==> src/rtl/hilo_div_sequencer.sv <==
// ============================================================================
// Module   : hilo_div_sequencer
// Brief    : Radix-2 restoring DIV/DIVU sequencer owning the HI/LO result path,
//            with hazard stall. Signed support enabled by HILO_DIV_SIGNED_EN.
// Revision : 1.0 - initial release
// ============================================================================
`default_nettype none

module hilo_div_sequencer #(
    parameter int WIDTH = 32
) (
    input  logic             clock,
    input  logic             reset_n,
    input  logic             start,
    input  logic             is_signed,
    input  logic [WIDTH-1:0] dividend,
    input  logic [WIDTH-1:0] divisor,
    input  logic             MfOpInD,
    input  logic             HasDivD,
    output logic             busy,
    output logic             stall,
    output logic             done,
    output logic             div_by_zero,
    output logic [WIDTH-1:0] div_hi,
    output logic [WIDTH-1:0] div_lo
);

    localparam int c_cnt_w = (WIDTH > 1) ? $clog2(WIDTH) : 1;
    localparam logic [c_cnt_w-1:0] c_last = c_cnt_w'(WIDTH - 1);

    typedef enum logic [1:0] {
        S_IDLE = 2'd0,
        S_RUN  = 2'd1,
        S_DONE = 2'd2
    } state_t;

    state_t             r_state;
    state_t             w_next_state;
    logic [c_cnt_w-1:0] r_count;
    logic [WIDTH-1:0]   r_rem;
    logic [WIDTH-1:0]   r_quo;
    logic [WIDTH-1:0]   r_dvs;
    logic               r_done;
    logic               r_div_by_zero;
    logic [WIDTH-1:0]   r_div_hi;
    logic [WIDTH-1:0]   r_div_lo;

    logic               w_accept;
    logic               w_div_zero;
    logic               w_last;
    logic [WIDTH:0]     w_shift_rem;
    logic [WIDTH:0]     w_trial;
    logic [WIDTH-1:0]   w_rem_step;
    logic [WIDTH-1:0]   w_quo_step;
    logic [WIDTH-1:0]   w_dvd_mag;
    logic [WIDTH-1:0]   w_dvs_mag;
    logic [WIDTH-1:0]   w_hi_final;
    logic [WIDTH-1:0]   w_lo_final;

    assign w_accept   = start & ((r_state == S_IDLE) | (r_state == S_DONE));
    assign w_div_zero = (divisor == '0);
    assign w_last     = (r_count == c_last);

    // One restoring step: the shifted remainder needs WIDTH+1 bits so the
    // trial subtraction's borrow lands in the top bit.
    assign w_shift_rem = {r_rem, r_quo[WIDTH-1]};
    assign w_trial     = w_shift_rem - {1'b0, r_dvs};
    assign w_rem_step  = w_trial[WIDTH] ? w_shift_rem[WIDTH-1:0] : w_trial[WIDTH-1:0];
    assign w_quo_step  = {r_quo[WIDTH-2:0], ~w_trial[WIDTH]};

`ifdef HILO_DIV_SIGNED_EN
    logic w_dvd_neg;
    logic w_dvs_neg;
    logic r_q_neg;
    logic r_r_neg;

    assign w_dvd_neg  = is_signed & dividend[WIDTH-1];
    assign w_dvs_neg  = is_signed & divisor[WIDTH-1];
    assign w_dvd_mag  = w_dvd_neg ? -dividend : dividend;
    assign w_dvs_mag  = w_dvs_neg ? -divisor  : divisor;
    assign w_lo_final = r_q_neg ? -w_quo_step : w_quo_step;
    assign w_hi_final = r_r_neg ? -w_rem_step : w_rem_step;

    always_ff @(posedge clock or negedge reset_n) begin
        if (!reset_n) begin
            r_q_neg <= 1'b0;
            r_r_neg <= 1'b0;
        end else if (w_accept && !w_div_zero) begin
            r_q_neg <= w_dvd_neg ^ w_dvs_neg;
            r_r_neg <= w_dvd_neg;
        end
    end
`else
    logic w_unused_is_signed;

    assign w_unused_is_signed = is_signed;
    assign w_dvd_mag  = dividend;
    assign w_dvs_mag  = divisor;
    assign w_lo_final = w_quo_step;
    assign w_hi_final = w_rem_step;
`endif

    always_ff @(posedge clock or negedge reset_n) begin
        if (!reset_n) begin
            r_state <= S_IDLE;
        end else begin
            r_state <= w_next_state;
        end
    end

    always_comb begin
        w_next_state = r_state;
        case (r_state)
            S_IDLE, S_DONE: begin
                if (start) begin
                    w_next_state = w_div_zero ? S_DONE : S_RUN;
                end else begin
                    w_next_state = S_IDLE;
                end
            end
            S_RUN: begin
                if (w_last) begin
                    w_next_state = S_DONE;
                end
            end
            default: w_next_state = S_IDLE;
        endcase
    end

    always_ff @(posedge clock or negedge reset_n) begin
        if (!reset_n) begin
            r_count       <= '0;
            r_rem         <= '0;
            r_quo         <= '0;
            r_dvs         <= '0;
            r_done        <= 1'b0;
            r_div_by_zero <= 1'b0;
            r_div_hi      <= '0;
            r_div_lo      <= '0;
        end else begin
            r_done        <= 1'b0;
            r_div_by_zero <= 1'b0;
            case (r_state)
                S_IDLE, S_DONE: begin
                    if (start) begin
                        if (w_div_zero) begin
                            r_done        <= 1'b1;
                            r_div_by_zero <= 1'b1;
                            r_div_lo      <= '1;
                            r_div_hi      <= dividend;
                        end else begin
                            r_rem   <= '0;
                            r_quo   <= w_dvd_mag;
                            r_dvs   <= w_dvs_mag;
                            r_count <= '0;
                        end
                    end
                end
                S_RUN: begin
                    r_rem   <= w_rem_step;
                    r_quo   <= w_quo_step;
                    r_count <= r_count + c_cnt_w'(1);
                    if (w_last) begin
                        r_div_hi <= w_hi_final;
                        r_div_lo <= w_lo_final;
                        r_done   <= 1'b1;
                    end
                end
                default: ;
            endcase
        end
    end

    assign busy        = w_accept | (r_state == S_RUN);
    assign stall       = busy & (MfOpInD | HasDivD);
    assign done        = r_done;
    assign div_by_zero = r_div_by_zero;
    assign div_hi      = r_div_hi;
    assign div_lo      = r_div_lo;

endmodule

`default_nettype wire

==> config.mk <==
export PLATFORM = sky130hd
export DESIGN_NAME = hilo_div_sequencer
export DESIGN_NICKNAME = d
export VERILOG_FILES = /design/src/rtl/hilo_div_sequencer.sv
export SDC_FILE = /design/constraint.sdc
export NUM_CORES = 1
export LEC_CHECK = 0
export BUFFER_PORTS_ARGS = -buffer_cell sky130_fd_sc_hd__buf_2
export CORE_ASPECT_RATIO = 0.75
export CORE_MARGIN = 2
export CORE_UTILIZATION = 58
export CTS_CLUSTER_DIAMETER = 200
export DETAILED_ROUTE_END_ITERATION = 7
export HOLD_SLACK_MARGIN = 0.06
export PLACE_DENSITY_LB_ADDON = 0.3
export SETUP_SLACK_MARGIN = 0.02
export SYNTH_ARGS = -nofsm -noshare
export SYNTH_HDL_FRONTEND = slang
export SYNTH_SLANG_ARGS = --single-unit
==> constraint.sdc <==
create_clock -name clock -period 3.7 [get_ports clock]
set_clock_uncertainty 0.1 [all_clocks]
set_input_delay 1.11 -clock clock [delete_from_list [all_inputs] [get_ports clock]]
set_output_delay 1.11 -clock clock [all_outputs]
set_load 0.01 [all_outputs]
==> summary.txt, run 1 <==
H-tree levels: 4
Post-synth EDFFs: 0
synth cell count leaders: dfrtp_1 (169), nand2_1 (159), o21ai_0 (92)
post-synthesis register bit count: 169
Max-cap violations: 0
worst reg2reg setup slack: 0.12 ns
Tcrit/Tclk final: 96.7%
largest net degree at the start of global routing: 84
Worst setup SP type: flop
Finished Layout Cells: 1,367
clk_lat worst skew: 0.43 ns
Tmin final: 3.58 ns
cell row count: 40
Adder-Cell Fraction of Synth Area: 4.79%
core area: 15,900 sq um
DPL Wire Length: 18,500 microns
CP peak stage delay: 0.66 ns
DIE WIDTH: 150 microns
Peak Freq: 279 MHz
DR WL/cell: 18.6 microns
Post-synth top flop: dfrtp_1
Synth top area share: 45.5%
num ports: 138
post-synthesis xor/xnor area fraction: 2.26%
GP Congestion: 1.01
Clk pin slew, worst setup/hold paths: 0.06 ns
R2R depth: 13
peak supply drop: 0.689 mV
First DRT Iteration DRCs: 689
die extent in y: 114 microns
RSZ-0062 raised after global routing: yes
register area share after synthesis: 45.5%
setup violators final: 0
simple-gate share of the synthesized area: 17.2%
grt ovf: 0
hold crit path type: flop to flop
Setup Crit Path Kind: flop to flop
Mean Syn Cell Area: 9.17 sq um
mux cell area share after synthesis: 8.30%
Crit path arrival time: 3.80 ns
Vias: 8,295
CTS tree: yes
IO Port Bufs: 136
most common cell in the netlist: dfrtp_1
initial antenna violation count: 0
leak pwr: 5.29 nW
compound-cell area share of the yosys netlist: 17.2%
Hold Path Sink: r_dvs[18]$_DFFE_PN0P_
CTS Sinks: 169
Crit. End Element: flop
GRT Total Usage: 30.6%
PwrDens: 1190 nW/um^2
cell count after synthesis: 1,015
area growth from synthesis to layout: 17.3%
CP cell instances: inv_1 -> ha_1 -> inv_1 -> fa_1 -> a21o_1 -> a221oi_4 -> o21a_4 -> nor4bb_4 -> o21ba_2 -> or4_4 -> buf_4 -> o211ai_2 -> a21oi_1
fraction of registers with async set or reset after synthesis: 100%
synth top area cells: dfrtp_1 (45%), nand2_1 (6.4%), o21ai_0 (4.9%)
leading area contributor after synthesis: dfrtp_1
DRC viols: 0
Final #Nets: 1,249
count of final hold-check violations: 0
layout cells sized above 1: 22.6%
worst rel slew slack: 43.7%
Max FO, Critical Path: 10
clk buf depth: 2
die area: 17,100 sq um
Worst Path Required: 3.92 ns
Initial Util: 58.6%
most frequent CP cell: inv_1
Mapped Nets: 1,120
Netlist Area Pre-Place: 9300 sq um
Core Util, Final: 68.8%
combinational family with the most area after synthesis: simple AND/OR/NAND/NOR gates
hold path depth: 1
outcome: finished clean
CTS root buffer: clkbuf_16
Worst R2R Start: r_quo[31]$_DFFE_PN0P_
vias in the first global route: 7,851
DRT Pass-1 Iters: 5
Worst Tran Pin Value: 0.844 ns
YS warnings: 0
DRT Wirelength: 25,400 microns
R2R Path End: div_hi[0]$_DFFE_PN0P_
total CTS buffers: 17
# diodes: 0
Cells after DPL: 1,332
Antenna Nets Post-Route: 0
distinct cell type count after synthesis: 64
final max-slew violation count: 0
first-pass GRT wire length: 40,700 microns
via/cell ratio: 6.07
Worst Hold Launch: r_dvs[18]$_DFFE_PN0P_
critical path's slowest cell: or4_4
[worst max path at each step]
stage	slack, ns	startpoint	depth (start not counted)	endpoint
floorplan	0.46	r_quo[31]$_DFFE_PN0P_	14	div_hi[30]$_DFFE_PN0P_
global placement	0.20	r_quo[31]$_DFFE_PN0P_	13	r_rem[31]$_DFFE_PN0P_
detailed placement	0.19	r_quo[31]$_DFFE_PN0P_	13	r_rem[31]$_DFFE_PN0P_
CTS	0.13	r_quo[31]$_DFFE_PN0P_	13	r_quo[0]$_DFFE_PN0P_
global route	-0.004	r_quo[31]$_DFFE_PN0P_	13	div_hi[0]$_DFFE_PN0P_
finish	0.12	r_quo[31]$_DFFE_PN0P_	13	div_hi[0]$_DFFE_PN0P_
[state kept, by name, indices dropped and copies added, names as in the netlist]
signal / count
r_quo: 32
r_state: 2
div_lo: 32
r_count: 5
r_rem: 32
r_dvs: 32
div_hi: 32
done: 1
div_by_zero: 1
[logic make-up after synthesis]
| family | count (synthesis) |
|---|---|
| AND/OR/NAND/NOR | 345 |
| buffers and inverters | 109 |
| adder cells (fa/ha/maj) | 35 |
| multiplexers | 73 |
| AO/OA/AOI/OAI | 260 |
| XOR/XNOR | 24 |
| flip-flops | 169 |
[area by class of cell]
type | instances | area, sq um
fill | 1244 | 4950
multi-input combinational | 737 | 4660
sequential | 169 | 4230
timing repair buffer | 176 | 1050
clock buffer | 20 | 457
tap | 210 | 263
inverter | 43 | 161
clock inverter | 12 | 91.3
[metal layers]
metal / track usage, % / up-vias / wire, microns
met1: 45.2 / 4058 / 11600
met4: 10.4 / 0 / 639
met2: 45.9 / 337 / 11300
li1: - / 3853 / -
met3: 5.44 / 47 / 1800
met5: 0 / - / 0
[metrics by stage]
step / setup TNS (ns) / instance area, sq um / hold slack (ns) / total power (W) / worst slack (ns)
CTS: 0 / 10900 / 0.401 / 0.0127 / 0.134
floorplan: 0 / 9300 / 0.360 / 0.00878 / 0.464
finish: 0 / 10900 / 0.405 / 0.0130 / 0.121
global placement: 0 / 10300 / 0.380 / 0.0108 / 0.205
detailed placement: 0 / 10300 / 0.384 / 0.0110 / 0.191
global route: -0.00353 / 10900 / 0.418 / 0.0140 / -0.00353
[worst max-delay path: cells and delay by family, from the launching register on]
family,cells,cell delay [ns]
DFF,1,0.41
and+or+nand+nor,2,0.72
adders and majority gates,2,0.58
AOI/OAI and AO/OA,6,1.26
buffers and inverters,3,0.36
[report_power, final]
part | switching [W] | internal, W | leakage (nW)
logic | 0.00456 | 0.00330 | 3.02
clock network | 0.000770 | 0.000903 | 0.273
registers | 0.000642 | 0.00280 | 2.00
[timing repair]
action / CTS / global route
buffers inserted: 0 / 3
setup endpoints to repair: 0 / 10
hold endpoints to repair: 0 / 0
gates resized for setup: 0 / 2
hold buffers: 0 / 0
[cell usage in the layout (no fill, tap or decap), types with 3 or more instances in the layout]
cell type,n
o21a_1,7
nand2b_1,7
and2_1,8
clkinv_2,4
a41oi_1,3
and3_1,5
a211oi_1,4
o21ai_0,91
mux2i_1,38
xnor2_1,15
clkinv_4,3
a21o_1,15
nand2_1,159
buf_12,5
a31oi_1,30
nor2b_1,4
buf_2,135
o21bai_1,3
xor2_1,9
buf_4,35
dfrtp_1,169
inv_1,43
ha_1,34
nor2_1,49
clkbuf_16,17
nand3_1,72
nor3_1,4
nor4_1,11
nand4_1,10
inv_6,3
a21oi_1,64
a2111oi_0,3
mux2_2,33
o211ai_1,6
o31ai_1,6
(Power assumes the default switching activity.)
==> run 2, diff against run 1 <==
==> constraint.sdc (replaced) <==
create_clock -name clock -period 3.7 [get_ports clock]
set_clock_uncertainty 0.1 [all_clocks]
set_input_delay 0.185 -clock clock [delete_from_list [all_inputs] [get_ports clock]]
set_output_delay 0.185 -clock clock [all_outputs]
set_load 0.01 [all_outputs]
==> run 2 against run 1 <==
Effect of this change: cell count grew 3.8%; utilization rose by 3.6 points; worst setup slack better by 0.034 ns; die area unchanged; flip-flop and latch count unchanged; highest routed layer unchanged; via count grew 4.7%; first-iteration DRC count grew 11%; count of clock-buffer cells in the layout fell by 1; non-clock buffer count rose by 52; register-to-register slack improved by 0.03 ns.
==> summary.txt, run 2 (synthesized netlist as in run 1, its figures left out) <==
outcome: finished clean
GRT Total Usage: 32.7% (+2.0 points)
hold crit path type: input port to async pin
clk_lat worst skew: 0.44 ns (about the same)
DRT Pass-1 Iters: 6 (+1)
die extent in y: 114 microns (unchanged)
setup violators final: 0 (unchanged)
total CTS buffers: 17 (unchanged)
Fin Hold WS: 0.289 ns (-0.116 ns)
DPL Wire Length: 18,400 microns (-0.36%)
CTS root buffer: clkbuf_16
met3 routed WL: 1890 microns (+4.9%)
routed wl met2: 12,500 microns (+11%)
DRC viols: 0 (unchanged)
cell row count: 40 (unchanged)
DIE WIDTH: 150 microns (unchanged)
H-tree levels: 4 (unchanged)
setup ws final: 0.155 ns (+0.0342 ns)
count of final hold-check violations: 0 (unchanged)
clk buf depth: 2 (unchanged)
die area: 17,100 sq um (unchanged)
setup slack at placement: 0.234 ns (+0.0435 ns)
final max-slew violation count: 0 (unchanged)
worst rel slew slack: 19.4% (-24 points)
grt ovf: 0 (unchanged)
Tcrit/Tclk final: 95.8% (-0.93 points)
part of the power in registers: 26.7% (about the same)
Setup Crit Path Kind: flop to flop
setup bufs post-CTS: 0 (unchanged)
P_int: 0.00697 W (-0.38%)
largest net degree at the start of global routing: 92 (+9.5%)
peak supply drop: 0.744 mV (+8.0%)
CTS tree: yes
Clk pin slew, worst setup/hold paths: 0.07 ns (about the same)
initial antenna violation count: 0 (unchanged)
Worst Path Required: 3.88 ns (-0.04 ns)
vias in the first global route: 8,394 (+6.9%)
area growth from synthesis to layout: 23.4%
PwrDens: 1130 nW/um^2 (-5.0%)
DRT Wirelength: 27,000 microns (+6.3%)
leak pwr: 5.50 nW (+4.0%)
Max FO, Critical Path: 19 (+9)
# diodes: 0 (unchanged)
Crit path arrival time: 3.72 ns (-0.08 ns)
layout cells sized above 1: 20.3% (-2.2 points)
commonest non-fill, non-tap cells in the layout: dfrtp_1 (169), nand2_1 (159), buf_2 (135), o21ai_0 (91), nand3_1 (72)
clock share of power: 14.3% (+1.4 points)
RSZ-0062 raised after global routing: no
Worst Tran Pin Value: 1.21 ns (+0.362 ns)
Sum Neg Setup Slack: 0 ns (unchanged)
num ports: 138 (unchanged)
Initial Util: 58.6% (unchanged)
met1 wire length: 11,800 microns (+1.6%)
core area: 15,900 sq um (unchanged)
top routing layer in use: met4
most common cell after layout, fill and taps aside: dfrtp_1
IO Port Bufs: 136 (unchanged)
DR WL/cell: 19.0 microns (+2.4%)
Antenna Nets Post-Route: 0 (unchanged)
first-pass GRT wire length: 43,200 microns (+6.2%)
First DRT Iteration DRCs: 767 (+11%)
Sw Ratio: 46.2% (+0.18 points)
Final #Nets: 1,301 (+4.2%)
Max-cap violations: 0 (unchanged)
Crit. End Element: flop
Tmin final: 3.55 ns (-0.0342 ns)
Core Util, Final: 72.3% (+3.6 points)
Worst setup SP type: flop
sw power: 0.00599 W (+0.33%)
GP Congestion: 0.971 (-3.9%)
CTS Sinks: 169 (unchanged)
Vias: 8,689 (+4.7%)
# fillers: 1,174 (-5.6%)
Logic pwr share: 59.0% (-1.6 points)
Peak Freq: 282 MHz (+0.97%)
via/cell ratio: 6.12 (+0.91%)
==> run 2: cell types whose count changed in the layout (fill, tap and decap cells not counted), sizes merged <==
cell and delta:
dlygate4sd3 +65, buf -13, clkinv -5, bufinv +2, clkinvlp +2, inv +2, clkbuf -1
==> run 2: stage by stage <==
stage / cells / total power, W / cell area (sq um)
2_1_floorplan: 1015 / 0.00878 / 9300
3_3_place_gp: 1322 / 0.0106 / 10200
3_5_place_dp: 1322 / 0.0108 / 10200
4_1_cts: 1419 / 0.0128 / 11500
5_1_grt: 1419 / 0.0139 / 11500
6_report: 1419 / 0.0130 / 11500
==> run 2: worst max-delay path, cell delays in order, from the launching register on <==
cell and delay (ns):
dfrtp_1 0.43, inv_1 0.08, ha_1 0.16, inv_1 0.06
fa_1 0.40, a21o_1 0.21, a221oi_4 0.29, o21a_4 0.20
nor4bb_4 0.06, o21ba_2 0.25, or4_4 0.69, mux2i_1 0.33
o21ai_0 0.11
==> run 2: routing by layer <==
| layer | vias up | GRT usage [%] |
|---|---|---|
| met4 | 0 | 10.9 |
| li1 | 3969 | - |
| met5 | - | 0 |
| met3 | 63 | 7.08 |
| met2 | 386 | 51.4 |
| met1 | 4271 | 45.4 |
==> run 2: layout make-up <==
class / count / area, sq um / share of cell area, %
Multi-Input combinational cell: 737 / 4660 / 40.6
Clock buffer: 19 / 443 / 3.86
Tap cell: 210 / 263 / 2.29
Timing Repair Buffer: 228 / 1570 / 13.6
Clock inverter: 13 / 158 / 1.37
Sequential cell: 169 / 4230 / 36.8
Inverter: 43 / 161 / 1.41
==> run 2: final timing paths <==
path	startpoint	endpoint	depth (start not counted)	slack (ns)
max	r_quo[31]$_DFFE_PN0P_	div_hi[7]$_DFFE_PN0P_	12	0.15
max in group asynchronous	reset_n	r_rem[11]$_DFFE_PN0P_	3	2.33
min in group clock	r_quo[10]$_DFFE_PN0P_	div_lo[11]$_DFFE_PN0P_	2	0.40
min	reset_n	div_lo[18]$_DFFE_PN0P_	2	0.29
min reg2reg	r_quo[10]$_DFFE_PN0P_	div_lo[11]$_DFFE_PN0P_	2	0.40
max reg2reg	r_quo[31]$_DFFE_PN0P_	div_hi[7]$_DFFE_PN0P_	12	0.15
==> run 2: timing repair <==
action                                  CTS  global route
hold endpoints to repair                174             0
gates resized for setup                   0             1
hold buffers                             65             0
endpoints found under the setup margin    0             8
==> run 2: power by group through the flow <==
stage	combinational (W)	sequential, W	clock (W)
2_1_floorplan	0.00534	0.00344	0
3_3_place_gp	0.00720	0.00343	0
3_5_place_dp	0.00738	0.00345	0
4_1_cts	0.00752	0.00344	0.00186
5_1_grt	0.00843	0.00355	0.00195
6_report	0.00765	0.00347	0.00185
